`src/rtl/fp_pkg.sv`:
```
// Shared definitions for the IEEE-754 arithmetic pipelines: default format,
// operand classes, exception flag bundle and the canonical quiet NaN pattern.
package fp_pkg;

  localparam int unsigned FP_EXP_W   = 8;
  localparam int unsigned FP_MAN_W   = 23;
  localparam int unsigned FP_BIAS    = (1 << (FP_EXP_W - 1)) - 1;
  localparam int unsigned FP_EXP_MAX = (1 << FP_EXP_W) - 1;
  localparam int unsigned FP_WIDTH   = FP_EXP_W + FP_MAN_W + 1;
  localparam int unsigned FP_MAX_W   = 128;

  typedef enum logic [1:0] {
    CLS_ZERO = 2'd0,
    CLS_NORM = 2'd1,
    CLS_INF  = 2'd2,
    CLS_NAN  = 2'd3
  } fp_class_e;

  typedef struct packed {
    logic overflow;
    logic underflow;
    logic invalid;
    logic inexact;
  } fp_flags_t;

  // Positive sign, all-ones exponent, only the fraction MSB set; callers truncate to their width.
  function automatic logic [FP_MAX_W-1:0] canon_qnan(input int unsigned exp_w,
                                                      input int unsigned man_w);
    logic [FP_MAX_W-1:0] one;
    one = {{(FP_MAX_W-1){1'b0}}, 1'b1};
    return ((one << (exp_w + 1)) - one) << (man_w - 1);
  endfunction

endpackage

```
`src/rtl/fp_round_rne.sv`:
```
// Round-to-nearest-even on a normalised significand with guard/round/sticky bits.
// A carry out of the significand renormalises it and bumps the exponent.
module fp_round_rne
  import fp_pkg::*;
#(
  parameter int unsigned EXP_W = FP_EXP_W,
  parameter int unsigned MAN_W = FP_MAN_W
) (
  input  logic [MAN_W:0]         man_i,
  input  logic                   g_i,
  input  logic                   r_i,
  input  logic                   s_i,
  input  logic signed [EXP_W+1:0] exp_i,
  output logic [MAN_W:0]         man_o,
  output logic signed [EXP_W+1:0] exp_o,
  output logic                   carry_o
);

  logic             inc;
  logic [MAN_W+1:0] sum;

  // Increment on more than half an ulp, or exactly half with an odd lsb.
  always_comb begin
    inc     = g_i & (r_i | s_i | man_i[0]);
    sum     = {1'b0, man_i} + {{(MAN_W+1){1'b0}}, inc};
    carry_o = sum[MAN_W+1];
    if (carry_o) begin
      man_o = sum[MAN_W+1:1];
      exp_o = exp_i + $signed({{(EXP_W+1){1'b0}}, 1'b1});
    end else begin
      man_o = sum[MAN_W:0];
      exp_o = exp_i;
    end
  end

endmodule

```
`src/rtl/fp_mul_pipe.sv`:
```
// Three-stage IEEE-754 multiplier (classify/multiply, normalise, round/pack) with
// DAZ inputs, FTZ outputs, RNE rounding and a valid/ready stream that stalls as a whole.
module fp_mul_pipe
  import fp_pkg::*;
#(
  parameter int unsigned EXP_W = FP_EXP_W,
  parameter int unsigned MAN_W = FP_MAN_W
) (
  input  logic                 clk,
  input  logic                 rst,
  input  logic                 in_valid,
  output logic                 in_ready,
  input  logic [EXP_W+MAN_W:0] a,
  input  logic [EXP_W+MAN_W:0] b,
  output logic                 out_valid,
  input  logic                 out_ready,
  output logic [EXP_W+MAN_W:0] result,
  output logic                 overflow,
  output logic                 underflow,
  output logic                 invalid,
  output logic                 inexact
);

  localparam int unsigned W       = EXP_W + MAN_W + 1;
  localparam int unsigned BIAS    = (1 << (EXP_W - 1)) - 1;
  localparam int unsigned EXP_MAX = (1 << EXP_W) - 1;
  localparam int unsigned EW      = EXP_W + 2;
  localparam int unsigned PW      = 2 * MAN_W + 2;

  localparam logic [W-1:0]         QNAN      = W'(canon_qnan(EXP_W, MAN_W));
  localparam logic signed [EW-1:0] BIAS_S    = EW'(BIAS);
  localparam logic signed [EW-1:0] EXP_MAX_S = EW'(EXP_MAX);
  localparam logic signed [EW-1:0] ZERO_S    = {EW{1'b0}};

  function automatic fp_class_e classify(input logic [EXP_W-1:0] e, input logic [MAN_W-1:0] f);
    fp_class_e c;
    if (e == {EXP_W{1'b0}}) begin
      c = CLS_ZERO;
    end else if (e == {EXP_W{1'b1}}) begin
      c = (f == {MAN_W{1'b0}}) ? CLS_INF : CLS_NAN;
    end else begin
      c = CLS_NORM;
    end
    return c;
  endfunction

  logic advance;
  fp_class_e cls_a, cls_b;

  logic                 s1_valid_d, s1_valid_q, s1_sign_d, s1_sign_q, s1_inv_d, s1_inv_q;
  fp_class_e            s1_cls_d, s1_cls_q;
  logic [PW-1:0]        s1_prod_d, s1_prod_q;
  logic signed [EW-1:0] s1_exp_d, s1_exp_q;

  logic [PW-1:0]        norm;
  logic                 s2_valid_d, s2_valid_q, s2_sign_d, s2_sign_q, s2_inv_d, s2_inv_q;
  fp_class_e            s2_cls_d, s2_cls_q;
  logic [MAN_W:0]       s2_man_d, s2_man_q;
  logic                 s2_g_d, s2_g_q, s2_r_d, s2_r_q, s2_s_d, s2_s_q;
  logic signed [EW-1:0] s2_exp_d, s2_exp_q;

  logic [MAN_W:0]       rnd_man;
  logic signed [EW-1:0] rnd_exp;
  logic                 rnd_carry;
  logic                 unused_rnd;
  logic [W-1:0]         res_nx;
  fp_flags_t            flags_nx;
  logic                 out_valid_d, out_valid_q;
  logic [W-1:0]         result_d, result_q;
  fp_flags_t            flags_d, flags_q;

  assign advance  = !out_valid_q || out_ready;
  assign in_ready = advance;

  // Stage 1: classify (subnormals read as zero), resolve specials by priority, multiply significands.
  always_comb begin
    cls_a      = classify(a[W-2:MAN_W], a[MAN_W-1:0]);
    cls_b      = classify(b[W-2:MAN_W], b[MAN_W-1:0]);
    s1_valid_d = s1_valid_q;
    s1_sign_d  = s1_sign_q;
    s1_inv_d   = s1_inv_q;
    s1_cls_d   = s1_cls_q;
    s1_prod_d  = s1_prod_q;
    s1_exp_d   = s1_exp_q;
    if (advance) begin
      s1_valid_d = in_valid;
      s1_sign_d  = a[W-1] ^ b[W-1];
      s1_prod_d  = PW'({1'b1, a[MAN_W-1:0]}) * PW'({1'b1, b[MAN_W-1:0]});
      s1_exp_d   = $signed(EW'(a[W-2:MAN_W])) + $signed(EW'(b[W-2:MAN_W])) - BIAS_S;
      s1_inv_d   = 1'b0;
      if (cls_a == CLS_NAN || cls_b == CLS_NAN) begin
        s1_cls_d = CLS_NAN;
        s1_inv_d = (cls_a == CLS_NAN && !a[MAN_W-1]) || (cls_b == CLS_NAN && !b[MAN_W-1]);
      end else if ((cls_a == CLS_INF && cls_b == CLS_ZERO) ||
                   (cls_a == CLS_ZERO && cls_b == CLS_INF)) begin
        s1_cls_d = CLS_NAN;
        s1_inv_d = 1'b1;
      end else if (cls_a == CLS_INF || cls_b == CLS_INF) begin
        s1_cls_d = CLS_INF;
      end else if (cls_a == CLS_ZERO || cls_b == CLS_ZERO) begin
        s1_cls_d = CLS_ZERO;
      end else begin
        s1_cls_d = CLS_NORM;
      end
    end else begin
      s1_valid_d = s1_valid_q;
    end
  end

  // Stage 2: bring the product into [1,2) and split off guard/round/sticky.
  always_comb begin
    norm       = s1_prod_q[PW-1] ? s1_prod_q : (s1_prod_q << 1);
    s2_valid_d = s2_valid_q;
    s2_sign_d  = s2_sign_q;
    s2_inv_d   = s2_inv_q;
    s2_cls_d   = s2_cls_q;
    s2_man_d   = s2_man_q;
    s2_g_d     = s2_g_q;
    s2_r_d     = s2_r_q;
    s2_s_d     = s2_s_q;
    s2_exp_d   = s2_exp_q;
    if (advance) begin
      s2_valid_d = s1_valid_q;
      s2_sign_d  = s1_sign_q;
      s2_inv_d   = s1_inv_q;
      s2_cls_d   = s1_cls_q;
      s2_man_d   = norm[PW-1:MAN_W+1];
      s2_g_d     = norm[MAN_W];
      s2_r_d     = norm[MAN_W-1];
      s2_s_d     = |norm[MAN_W-2:0];
      s2_exp_d   = s1_exp_q + $signed({{(EW-1){1'b0}}, s1_prod_q[PW-1]});
    end else begin
      s2_valid_d = s2_valid_q;
    end
  end

  fp_round_rne #(.EXP_W(EXP_W), .MAN_W(MAN_W)) u_round (
    .man_i  (s2_man_q),
    .g_i    (s2_g_q),
    .r_i    (s2_r_q),
    .s_i    (s2_s_q),
    .exp_i  (s2_exp_q),
    .man_o  (rnd_man),
    .exp_o  (rnd_exp),
    .carry_o(rnd_carry)
  );

  // The hidden bit and carry are already folded into rnd_exp.
  assign unused_rnd = &{1'b0, rnd_man[MAN_W], rnd_carry};

  // Stage 3: pack the rounded value or the special result; an empty slot produces all zeros.
  always_comb begin
    res_nx   = {W{1'b0}};
    flags_nx = '0;
    if (s2_valid_q) begin
      case (s2_cls_q)
        CLS_NAN: begin
          res_nx           = QNAN;
          flags_nx.invalid = s2_inv_q;
        end
        CLS_INF:  res_nx = {s2_sign_q, {EXP_W{1'b1}}, {MAN_W{1'b0}}};
        CLS_ZERO: res_nx = {s2_sign_q, {(W-1){1'b0}}};
        CLS_NORM: begin
          if (rnd_exp >= EXP_MAX_S) begin
            res_nx            = {s2_sign_q, {EXP_W{1'b1}}, {MAN_W{1'b0}}};
            flags_nx.overflow = 1'b1;
            flags_nx.inexact  = 1'b1;
          end else if (rnd_exp <= ZERO_S) begin
            res_nx             = {s2_sign_q, {(W-1){1'b0}}};
            flags_nx.underflow = 1'b1;
            flags_nx.inexact   = 1'b1;
          end else begin
            res_nx           = {s2_sign_q, rnd_exp[EXP_W-1:0], rnd_man[MAN_W-1:0]};
            flags_nx.inexact = s2_g_q | s2_r_q | s2_s_q;
          end
        end
        default: res_nx = {W{1'b0}};
      endcase
    end else begin
      res_nx = {W{1'b0}};
    end
    out_valid_d = advance ? s2_valid_q : out_valid_q;
    result_d    = advance ? res_nx : result_q;
    flags_d     = advance ? flags_nx : flags_q;
  end

  // Pipeline registers; reset discards everything in flight.
  always_ff @(posedge clk) begin
    if (rst) begin
      s1_valid_q  <= 1'b0;
      s1_sign_q   <= 1'b0;
      s1_inv_q    <= 1'b0;
      s1_cls_q    <= CLS_ZERO;
      s1_prod_q   <= {PW{1'b0}};
      s1_exp_q    <= {EW{1'b0}};
      s2_valid_q  <= 1'b0;
      s2_sign_q   <= 1'b0;
      s2_inv_q    <= 1'b0;
      s2_cls_q    <= CLS_ZERO;
      s2_man_q    <= {(MAN_W+1){1'b0}};
      s2_g_q      <= 1'b0;
      s2_r_q      <= 1'b0;
      s2_s_q      <= 1'b0;
      s2_exp_q    <= {EW{1'b0}};
      out_valid_q <= 1'b0;
      result_q    <= {W{1'b0}};
      flags_q     <= '0;
    end else begin
      s1_valid_q  <= s1_valid_d;
      s1_sign_q   <= s1_sign_d;
      s1_inv_q    <= s1_inv_d;
      s1_cls_q    <= s1_cls_d;
      s1_prod_q   <= s1_prod_d;
      s1_exp_q    <= s1_exp_d;
      s2_valid_q  <= s2_valid_d;
      s2_sign_q   <= s2_sign_d;
      s2_inv_q    <= s2_inv_d;
      s2_cls_q    <= s2_cls_d;
      s2_man_q    <= s2_man_d;
      s2_g_q      <= s2_g_d;
      s2_r_q      <= s2_r_d;
      s2_s_q      <= s2_s_d;
      s2_exp_q    <= s2_exp_d;
      out_valid_q <= out_valid_d;
      result_q    <= result_d;
      flags_q     <= flags_d;
    end
  end

  assign out_valid = out_valid_q;
  assign result    = result_q;
  assign overflow  = flags_q.overflow;
  assign underflow = flags_q.underflow;
  assign invalid   = flags_q.invalid;
  assign inexact   = flags_q.inexact;

endmodule

```
`config.mk`:
```
export PLATFORM = sky130hd
export DESIGN_NAME = fp_mul_pipe
export DESIGN_NICKNAME = d
export VERILOG_FILES = /design/src/rtl/fp_pkg.sv /design/src/rtl/fp_round_rne.sv /design/src/rtl/fp_mul_pipe.sv
export SDC_FILE = /design/constraint.sdc
export NUM_CORES = 2
export LEC_CHECK = 0
export BUFFER_PORTS_ARGS = -buffer_cell sky130_fd_sc_hd__buf_4
export CORE_MARGIN = 2
export CORE_UTILIZATION = 35
export DETAILED_ROUTE_END_ITERATION = 10
export PLACE_DENSITY = 0.47
export SLEW_MARGIN = 5
export SYNTH_ARGS = -nofsm -noshare
export SYNTH_HDL_FRONTEND = slang
export SYNTH_HIERARCHICAL = 1
export SYNTH_SLANG_ARGS = --single-unit
```
`constraint.sdc`:
```
create_clock -name clk -period 8 [get_ports clk]
set_clock_uncertainty 0.05 [all_clocks]
set_input_delay 0.4 -clock clk [delete_from_list [all_inputs] [get_ports clk]]
set_output_delay 0.4 -clock clk [all_outputs]
set_load 0.005 [all_outputs]
```
==> impl_metrics.json <==
{
  "ioPinCount": 106,
  "hold_path.class": "in2reg",
  "path_clk_slew_ps": 60,
  "endpoint_kind": "flip-flop",
  "cp_slowest_stage_delay_ps": 530,
  "start_util": 0.353,
  "grt_pass1_vias": 21200,
  "final_nets": 3709,
  "cts-buffers-inserted": 17,
  "viasPerCell": 5.09,
  "grt_max_degree": 98,
  "relSlewSlack": 0.216,
  "hold_ws_ps": 169,
  "grt_pass1_wl_mm": 124,
  "die_h_um": 275,
  "drc": 0,
  "root_buffer": "clkbuf_16",
  "chipWidth_um": 275,
  "worst_pin_slew_ps": 1170,
  "tns_ps": 0,
  "dp_slack_ps": 413,
  "run_status": "finished, final reports clean",
  "clk_latency_ps": 430,
  "cp.required_ps": 8260,
  "clock_sinks": 142,
  "drive_gt1_frac": 0.0598,
  "regArea_um2": 2840,
  "slew_violations": 0,
  "avgSynthCellArea_um2": 8.58,
  "cpMostUsedCell": "fa_1",
  "h-tree-depth": 4,
  "worstHoldStart": "in_valid",
  "drv_cap": 0,
  "hold_buffers": 0,
  "r2r_start": "s2_g_q$_SDFFE_PP0P_",
  "start_kind": "input pin",
  "clock.fmax_mhz": 140,
  "synthToLayoutAreaGrowth_pct": 7.92,
  "cts_buffer_depth": 2,
  "ctsResizeCount": 0,
  "firstDrtPassIters": 5,
  "fillers": 7501,
  "final_cells": 3939,
  "setup_violations": 0,
  "drt_iter0_drc": 1223,
  "fin_crit_sh": 0.893,
  "grt_usage": 0.214,
  "final_hold_viol_count": 0,
  "cts_setup_buffers": 0,
  "multi_input_area_um2": 20000,
  "gp_congestion": 0.882,
  "synthesis.area_um2": 25700,
  "syn_inst": 2989,
  "grt_setup_unrepaired": "no",
  "dp_hpwl_mm": 61.0,
  "via_count": 20100,
  "startpoint": "b[8]",
  "grt_overflow": 0,
  "cts_tree": "built",
  "layout_setup_ws_ps": 860,
  "synth_nets": 3732,
  "drtAntennaViolNets": 0,
  "slowest_stage": "fa_1",
  "core_um2": 72700,
  "arrival_ps": 7400,
  "place_inst": 3906,
  "core.rowCount": 99,
  "wirelength_mm": 79.0,
  "dieArea_um2": 75500,
  "wl_per_cell_um": 20.1,
  "io_buffers": 105,
  "criticalPathCategory": "in2reg",
  "timing.critical_path.fanout_max": 17,
  "min_period_ps": 7140,
  "grt_antenna_before_repair": 0,
  "synth_warnings": 6
}
worst paths after layout:
kind,to,slack [ps],cells after the start
setup / recovery,s1_prod_q[45]$_SDFFE_PP0P_,860,26
hold / removal,s1_valid_q$_SDFFE_PP0P_,170,3
setup reg to reg,result[26]$_SDFFE_PP0P_,4450,13
hold reg to reg,s2_cls_q[0]$_SDFFE_PP0P_,400,2
routing by layer:
metal | wire (µm) | global-route usage
met5 | 0 | 0
met4 | 1970 | 0.0556
met3 | 3960 | 0.0208
met2 | 36200 | 0.355
met1 | 36900 | 0.300
placed cells by master, fill, tap and decap left out, types with 35 or more instances in the layout:
cell      count
a211oi_1     46
a21oi_1     122
and2_1      237
buf_4       118
dfxtp_1     142
fa_1        483
ha_1        192
inv_1       582
nand2_1     401
nand3_1      38
nor2_1      172
xnor2_1      39
xor2_1       35
flip-flops by register name, summed over array words and instances (netlist names), 2 cells and up:
name and flops:
s2_cls_q 2, s1_cls_q 2, s1_exp_q 10, s2_exp_q 10, s1_prod_q 48, result 32
s2_man_q 24
layout make-up:
| type | instances | share of cell area |
|---|---|---|
| Antenna cell | 1 | 0.0000904 |
| Clock buffer | 19 | 0.0164 |
| Clock inverter | 13 | 0.00465 |
| Inverter | 588 | 0.0798 |
| Multi-Input combinational cell | 2099 | 0.721 |
| Sequential cell | 142 | 0.103 |
| Tap cell | 959 | 0.0433 |
| Timing Repair Buffer | 118 | 0.0320 |
critical path: cells and delay by family:
kind	cells	cell delay (ps)
compound gates	6	1120
buf+inv	8	980
xor+xnor	1	140
fa+ha+maj	8	3890
simple gates	3	870
through the flow:
stage	utilization	instance area, µm²
final	0.381	27700
after global routing	0.381	27700
after CTS	0.381	27700
after detailed placement	0.373	27100
after global placement	0.373	27100
after floorplan	-	25700
Power is not shown: default switching activity piles up to over one toggle a cycle in this logic, so the estimate is an artifact.
